===== config.mk =====
export PLATFORM = sky130hd
export DESIGN_NAME = vx_launch_seq
export DESIGN_NICKNAME = d
export VERILOG_FILES = /design/src/rtl/vx_launch_pkg.sv /design/src/rtl/vx_launch_watchdog.sv /design/src/rtl/vx_launch_seq.sv
export SDC_FILE = /design/constraint.sdc
export NUM_CORES = 1
export LEC_CHECK = 0
export ABC_CLOCK_PERIOD_IN_PS = 2000
export CAP_MARGIN = 30
export CORE_UTILIZATION = 36
export CTS_CLUSTER_DIAMETER = 50
export DETAILED_ROUTE_END_ITERATION = 8
export MAX_ROUTING_LAYER = met4
export PLACE_DENSITY = 0.88
export SLEW_MARGIN = 20
export SYNTH_ARGS = -nofsm -noshare
export SYNTH_HDL_FRONTEND = slang
export SYNTH_SLANG_ARGS = --single-unit

===== constraint.sdc =====
create_clock -name clk -period 2 [get_ports clk]
set_input_delay 0.3 -clock clk [delete_from_list [all_inputs] [get_ports clk]]
set_output_delay 0.3 -clock clk [all_outputs]
set_load 0.02 [all_outputs]

===== src/rtl/vx_launch_pkg.sv =====
// Shared types and constants for the Vortex kernel-launch sequencer.
// Optional watchdog comparator is controlled by VX_LAUNCH_TIMEOUT_EN.
package vx_launch_pkg;

  typedef enum logic [2:0] {
    IDLE,
    DCR,
    RESET,
    BUSY_WAIT,
    RUN,
    DONE
  } launch_state_e;

  localparam int DEFAULT_RESET_DELAY = 8;

endpackage


===== src/rtl/vx_launch_watchdog.sv =====
// Saturating run-cycle counter plus the optional limit comparator.
// The comparator only exists when VX_LAUNCH_TIMEOUT_EN is defined.
module vx_launch_watchdog
  import vx_launch_pkg::*;
#(
  parameter int CYCLE_WIDTH = 44
) (
  input  logic                   clk,
  input  logic                   resetn,
  input  logic                   clear,
  input  logic                   active,
  input  logic [CYCLE_WIDTH-1:0] timeout_limit,
  output logic [CYCLE_WIDTH-1:0] run_cycles,
  output logic                   expire
);

`ifdef VX_LAUNCH_TIMEOUT_EN
  assign expire = active && (timeout_limit != '0) && (run_cycles == timeout_limit);
`else
  logic limit_unused;
  assign limit_unused = ^timeout_limit;
  assign expire       = 1'b0;
`endif

  // The expiring cycle is not counted, so the reported count equals the limit.
  always_ff @(posedge clk or negedge resetn) begin
    if (!resetn) begin
      run_cycles <= '0;
    end else if (clear) begin
      run_cycles <= '0;
    end else if (active && !expire && (run_cycles != '1)) begin
      run_cycles <= run_cycles + CYCLE_WIDTH'(1);
    end
  end

endmodule


===== src/rtl/vx_launch_seq.sv =====
// Kernel-launch sequencer: DCR table writes, core reset hold, busy tracking.
// Define VX_LAUNCH_TIMEOUT_EN to enable the run-cycle watchdog.
module vx_launch_seq
  import vx_launch_pkg::*;
#(
  parameter int NUM_DCRS       = 4,
  parameter int DCR_ADDR_WIDTH = 12,
  parameter int DCR_DATA_WIDTH = 32,
  parameter int RESET_DELAY    = DEFAULT_RESET_DELAY,
  parameter int CYCLE_WIDTH    = 44
) (
  input  logic                               clk,
  input  logic                               resetn,
  input  logic                               start,
  input  logic [$clog2(NUM_DCRS+1)-1:0]      cfg_count,
  input  logic [NUM_DCRS*DCR_ADDR_WIDTH-1:0] cfg_addr,
  input  logic [NUM_DCRS*DCR_DATA_WIDTH-1:0] cfg_data,
  input  logic [CYCLE_WIDTH-1:0]             timeout_limit,
  output logic                               dcr_wr_valid,
  input  logic                               dcr_wr_ready,
  output logic [DCR_ADDR_WIDTH-1:0]          dcr_wr_addr,
  output logic [DCR_DATA_WIDTH-1:0]          dcr_wr_data,
  output logic                               vx_reset,
  input  logic                               vx_busy,
  output logic                               seq_busy,
  output logic                               done,
  output logic                               timed_out,
  output logic [CYCLE_WIDTH-1:0]             run_cycles,
  output launch_state_e                      dbg_state
);

  localparam int CNT_W = $clog2(NUM_DCRS + 1);
  localparam int DLY_W = (RESET_DELAY > 1) ? $clog2(RESET_DELAY) : 1;
  localparam int AW    = DCR_ADDR_WIDTH;
  localparam int DW    = DCR_DATA_WIDTH;

  launch_state_e       state_q;
  launch_state_e       state_d;
  logic [CNT_W-1:0]    count_q;
  logic [CNT_W-1:0]    index_q;
  logic [CNT_W-1:0]    nxt_idx;
  logic [CNT_W-1:0]    clamped;
  logic [DLY_W-1:0]    dly_q;
  logic [AW-1:0]       addr_q;
  logic [DW-1:0]       data_q;
  logic                start_fire;
  logic                hs;
  logic                last;
  logic                dly_end;
  logic                active;
  logic                expire;

  assign clamped    = (cfg_count > CNT_W'(NUM_DCRS)) ? CNT_W'(NUM_DCRS) : cfg_count;
  assign start_fire = (state_q == IDLE) && start;
  // Valid is high for the whole DCR state; a write completes on any cycle
  // where valid && ready, and the next entry appears the following cycle.
  assign hs         = (state_q == DCR) && dcr_wr_ready;
  assign last       = (index_q == (count_q - CNT_W'(1)));
  assign nxt_idx    = index_q + CNT_W'(1);
  assign dly_end    = (dly_q == DLY_W'(RESET_DELAY - 1));
  assign active     = (state_q == BUSY_WAIT) || (state_q == RUN);

  vx_launch_watchdog #(
    .CYCLE_WIDTH(CYCLE_WIDTH)
  ) u_watchdog (
    .clk          (clk),
    .resetn       (resetn),
    .clear        (start_fire),
    .active       (active),
    .timeout_limit(timeout_limit),
    .run_cycles   (run_cycles),
    .expire       (expire)
  );

  always_ff @(posedge clk or negedge resetn) begin
    if (!resetn) begin
      state_q <= IDLE;
    end else begin
      state_q <= state_d;
    end
  end

  always_comb begin
    state_d = state_q;
    case (state_q)
      IDLE: begin
        if (start) state_d = (clamped == '0) ? RESET : DCR;
      end
      DCR: begin
        if (hs && last) state_d = RESET;
      end
      RESET: begin
        if (dly_end) state_d = BUSY_WAIT;
      end
      BUSY_WAIT: begin
        if (expire)       state_d = DONE;
        else if (vx_busy) state_d = RUN;
      end
      RUN: begin
        if (expire || !vx_busy) state_d = DONE;
      end
      DONE: state_d = IDLE;
      default: state_d = IDLE;
    endcase
  end

  always_comb begin
    dcr_wr_valid = (state_q == DCR);
    vx_reset     = !active;
    seq_busy     = (state_q != IDLE);
    done         = (state_q == DONE);
    dbg_state    = state_q;
  end

  assign dcr_wr_addr = addr_q;
  assign dcr_wr_data = data_q;

  always_ff @(posedge clk or negedge resetn) begin
    if (!resetn) begin
      count_q <= '0;
      index_q <= '0;
      dly_q   <= '0;
    end else begin
      if (start_fire) begin
        count_q <= clamped;
        index_q <= '0;
      end else if (hs) begin
        index_q <= nxt_idx;
      end
      if ((state_q == RESET) && !dly_end) dly_q <= dly_q + DLY_W'(1);
      else                                dly_q <= '0;
    end
  end

  // Address/data registers hold the presented entry and read 0 whenever valid is low.
  always_ff @(posedge clk or negedge resetn) begin
    if (!resetn) begin
      addr_q <= '0;
      data_q <= '0;
    end else if (start_fire) begin
      if (clamped != '0) begin
        addr_q <= cfg_addr[0 +: AW];
        data_q <= cfg_data[0 +: DW];
      end else begin
        addr_q <= '0;
        data_q <= '0;
      end
    end else if (hs) begin
      if (last) begin
        addr_q <= '0;
        data_q <= '0;
      end else begin
        addr_q <= cfg_addr[nxt_idx*AW +: AW];
        data_q <= cfg_data[nxt_idx*DW +: DW];
      end
    end
  end

`ifdef VX_LAUNCH_TIMEOUT_EN
  logic timed_out_q;
  always_ff @(posedge clk or negedge resetn) begin
    if (!resetn) begin
      timed_out_q <= 1'b0;
    end else if (start_fire) begin
      timed_out_q <= 1'b0;
    end else if (expire) begin
      timed_out_q <= 1'b1;
    end
  end
  assign timed_out = timed_out_q;
`else
  assign timed_out = 1'b0;
`endif

endmodule


==> results.txt <==
- In the synthesized netlist the dominant register cell turns out to be sky130_fd_sc_hd__dfrtp_1.
- Worst hold slack after final layout: 412 ps
- Setup slack on the worst reg-to-reg path comes out at -170 ps.
- The checks that failed: negative setup slack.
- Clock tree skew after final layout: ~15 ps
- The number of antenna diodes in the final layout is 0.
- The layout has 1200 filler cells.
- Clock latency at the later pin of the worst-skew pair: about 360 ps
* Synth area leader: sky130_fd_sc_hd__dfrtp_1
- Vias in the first global route: about 7k
- The worst setup path is captured at a register.
* GP Congestion: roughly 0.9
* Total die area: 0.0176 sq mm
- Path class of the lowest-slack min-delay path: in2async
* Non-filler instance count after layout: approximately 1.2k
* Routed len/inst: roughly 20 um
- In the final layout, the multi-input gates occupy 0.00366 sq mm.
- Crit path cell chain: or3b_4 -> a211o_4 -> buf_4 -> buf_6 -> or4_4 -> a21oi_2
* Largest vdd supply drop: slightly below 0.0007 V
- The endpoint identified for the worst register-to-register timing path is u_watchdog.run_cycles[9].
- Post-layout instance area: roughly 0.011 sq mm
- Grt total ovfl: 0
* Inst Count DP: 1165
- Std cell rows: 47
- Maximum number of pins on one net before global-route repair: 46
* Critical Path RT: around 2300 ps
- After legalization and detailed placement, the total HPWL measured 17000 um.
- Mean instance size in the synthesized netlist: roughly 10 sq um
- Die X: approximately 130 um
* RSZ-0062 raised after global routing: yes
* Boundary Pins: 324
- Of all nets on the critical path, the largest fanout is 5.
- The max-slew violation total from the final report was 0.
* Reg clk slew, reported paths: approximately 80 ps
- Dominant combinational cell family by area after synthesis: compound AO/OA/AOI/OAI gates
- The synthesized netlist devotes between 10% and 20% of its cell area to compound gates.
- CORE AREA: 0.0166 sq mm
* Final Hold Viols: 0
- The worst path uses 108% of the clock period.
- Delay of the slowest cell on the worst path: 470 ps
- The portion of synthesized area spent on multiplexers is about 18%.
- The routed design could run at a clock period as short as ~2200 ps.
- In this run, CTS created clock tree buffers numbering 9.
- Via/cell ratio: approximately 5.7
- Leading cell types by total area after synthesis: sky130_fd_sc_hd__dfrtp_1, sky130_fd_sc_hd__mux4_2, sky130_fd_sc_hd__a22oi_1
- Xor and xnor area share after synthesis: 0.713%
- Number of violations reported at the end of detailed-routing iteration 0: between 500 and 600
* Highest clock rate: 0.462 GHz
* Synthesized instance count: 607
* DR vias: approximately 7.0k
* Fraction of registers with async set or reset after synthesis: 100%
- Drt drc: 0
* Count of yosys warnings during synthesis: 0
- Antenna violations before repair: 0
* Endpoints failing setup: 27
* Critical path arrival: roughly 2500 ps
- The die is roughly 130 um tall.
- Critical path class: reg2reg
* Final routed wirelength across all metal layers: around 24000 um
- Flop and latch count out of synthesis: 100
* Length in cells of the worst reg-to-reg path: 6
- The clock tree synthesis step divided the H-tree into 3 levels.
- When the netlist entered floorplanning its net count stood at 840.
- Final worst setup slack: -167 ps
* Reported leakage power: about 4.4 nW
- Port Buf Inserts: about 280
- Sequential elements use 40.7% of the synthesized area.
- EDFF count, synth: 0
* Netlist area before placement: around 0.006 sq mm
- Final cell utilization of the core: roughly two thirds
- Proportion of netlist area held by the largest area contributor: 40.7%
- The placed instances occupy a cell area of 0.00999 sq mm.
* Fraction of final layout cells sized beyond drive strength 1: between 20% and 30%
- Post-route ant nets: 0
- Of the total synthesized cell area, the portion taken by AND, OR, NAND and NOR gates is between 10% and 20%.
- Number of nets in the final layout: 1218
* Cell type of the slowest stage on the worst timing path: sky130_fd_sc_hd__or4_4
* Power density cells: about 1100 mW/mm^2
* Layout-stage area growth over the synthesis result: 78.5%
* Wire length of the first global-routing pass: between 30000 and 40000 um
* DR pass1 iterations: 7
* Number of max-cap violations: 0
* Initial Util: approximately 37%
* Share of synthesized cell area in full adder, half adder and majority cells: roughly 1.0%
- The netlist uses 52 different library cells.
- The sequential cells in the finished layout cover a total of ~0.0025 sq mm.
- The cell sitting at the root of the clock tree is a sky130_fd_sc_hd__clkbuf_16.
- FF-to-FF Start: dbg_state[1]
* Overall power after layout: between 10 and 15 mW
- CP startpoint kind: register
* Maximum number of buffers from clock root to sink: 2
- Overall fraction of global-route tracks in use: 27.4%
- Run status: finished with violations
- Total number of clock tree sinks: 100
* CTS tree: yes
==> critical path: cells and delay by family, from the launching register on <==
| kind | cells | cell delay (ps) |
|---|---|---|
| AOI/OAI and AO/OA | 2 | 520 |
| DFF | 1 | 410 |
| and+or+nand+nor | 2 | 930 |
| buffers and inverters | 2 | 240 |
==> stage by stage <==
stage | setup TNS [ps] | setup slack [ps]
2_1_floorplan | -949 | -108
3_3_place_gp | -908 | -96.6
3_5_place_dp | -5030 | -161
4_1_cts | -1320 | -147
5_1_grt | -3930 | -241
6_report | -2260 | -167
==> synthesized netlist by cell type (2+ instances only) <==
cell type and number:
sky130_fd_sc_hd__nand2b_1 4, sky130_fd_sc_hd__or4_1 17, sky130_fd_sc_hd__nor3b_1 2, sky130_fd_sc_hd__o21ai_0 67, sky130_fd_sc_hd__a31oi_1 2, sky130_fd_sc_hd__nand4_1 14
sky130_fd_sc_hd__nor3_1 9, sky130_fd_sc_hd__mux2i_1 9, sky130_fd_sc_hd__nand3_1 17, sky130_fd_sc_hd__mux4_2 44, sky130_fd_sc_hd__or3_1 19, sky130_fd_sc_hd__and3_1 6
sky130_fd_sc_hd__o31ai_1 16, sky130_fd_sc_hd__o21ai_1 3, sky130_fd_sc_hd__nand2_1 44, sky130_fd_sc_hd__nand3b_1 3, sky130_fd_sc_hd__xnor2_1 4, sky130_fd_sc_hd__buf_2 7
sky130_fd_sc_hd__nor2_1 12, sky130_fd_sc_hd__a22oi_1 45, sky130_fd_sc_hd__nor4_1 5, sky130_fd_sc_hd__dfrtp_1 100, sky130_fd_sc_hd__and2_1 4, sky130_fd_sc_hd__and4_1 6
sky130_fd_sc_hd__o211ai_1 2, sky130_fd_sc_hd__ha_1 5, sky130_fd_sc_hd__o311ai_2 2, sky130_fd_sc_hd__and3b_1 2, sky130_fd_sc_hd__inv_1 55, sky130_fd_sc_hd__a21oi_1 31
sky130_fd_sc_hd__or2_2 3, sky130_fd_sc_hd__clkbuf_1 28
==> sequential cells by signal, summed over array words and instances (netlist names) <==
name and count:
count_q 3, u_watchdog.run_cycles 44, dly_q 3, dbg_state 3, dcr_wr_addr 12, dcr_wr_data 32
index_q 3
==> cells in the final DEF (no fill, tap or decap), types with 4 or more instances in the layout <==
cell type,instances
sky130_fd_sc_hd__or4_1,9
sky130_fd_sc_hd__nor2_1,8
sky130_fd_sc_hd__a21oi_1,23
sky130_fd_sc_hd__nor3_1,5
sky130_fd_sc_hd__mux4_2,44
sky130_fd_sc_hd__buf_12,14
sky130_fd_sc_hd__nand4_1,14
sky130_fd_sc_hd__clkbuf_16,11
sky130_fd_sc_hd__a21oi_2,8
sky130_fd_sc_hd__nand2b_1,4
sky130_fd_sc_hd__mux2i_1,9
sky130_fd_sc_hd__or4_4,8
sky130_fd_sc_hd__o21ai_0,27
sky130_fd_sc_hd__buf_4,92
sky130_fd_sc_hd__and3_1,4
sky130_fd_sc_hd__o31ai_1,14
sky130_fd_sc_hd__or3_1,17
sky130_fd_sc_hd__buf_6,17
sky130_fd_sc_hd__o21ai_1,37
sky130_fd_sc_hd__a22oi_1,41
sky130_fd_sc_hd__dfrtp_2,16
sky130_fd_sc_hd__nand3_1,15
sky130_fd_sc_hd__dfrtp_1,83
sky130_fd_sc_hd__inv_1,55
sky130_fd_sc_hd__o21ai_2,5
sky130_fd_sc_hd__nand2_1,42
sky130_fd_sc_hd__clkdlybuf4s50_1,273
sky130_fd_sc_hd__a22oi_2,4
==> per-layer routing <==
metal / share of wire [%] / GRT usage [%]
met5: 0 / -
met4: 4.0 / 12.5
met1: 35 / 31.1
met2: 53 / 48.2
met3: 7.3 / 3.72
==> where the power goes <==
group	internal (mW)	leakage (nW)	total, mW	switching [mW]
clock network	1.03	0.153	1.90	0.872
registers	2.59	1.29	2.95	0.362
logic	3.69	3.00	7.38	3.70
==> logic make-up after synthesis <==
| group | count (synthesis) |
|---|---|
| and+or+nand+nor | 173 |
| AOI/OAI and AO/OA | 177 |
| DFF | 100 |
| muxes | 54 |
| buffers and inverters | 92 |
| xor gates and xnor gates | 5 |
| other | 1 |
| adders and majority gates | 5 |
==> worst max-delay path by stage <==
stage / depth (start not counted) / slack [ps] / from / to
detailed placement: 7 / -160 / dbg_state[2] / u_watchdog.run_cycles[35]
global route: 5 / -240 / dbg_state[1] / u_watchdog.run_cycles[15]
global placement: 7 / -100 / dbg_state[1] / u_watchdog.run_cycles[10]
floorplan: 5 / -110 / dbg_state[1] / u_watchdog.run_cycles[15]
CTS: 5 / -150 / dbg_state[0] / u_watchdog.run_cycles[15]
finish: 6 / -170 / dbg_state[1] / u_watchdog.run_cycles[9]
==> timing repair <==
item                                    CTS  global route
hold buffers                              1             0
cloned                                    2             2
pin swaps                                39            21
hold endpoints to repair                 25             0
gates resized for setup                  48            92
endpoints found under the setup margin   81            92
setup buffers                            15            10
==> final cells by class <==
type	instances	share of cell area, %
Sequential cell	100	23.0
Timing Repair Buffer	403	36.3
Clock inverter	6	0.708
Inverter	55	1.88
Clock buffer	10	2.18
Tap cell	220	2.51
Multi-Input combinational cell	416	33.4
Power figures use the tool's default switching activity.
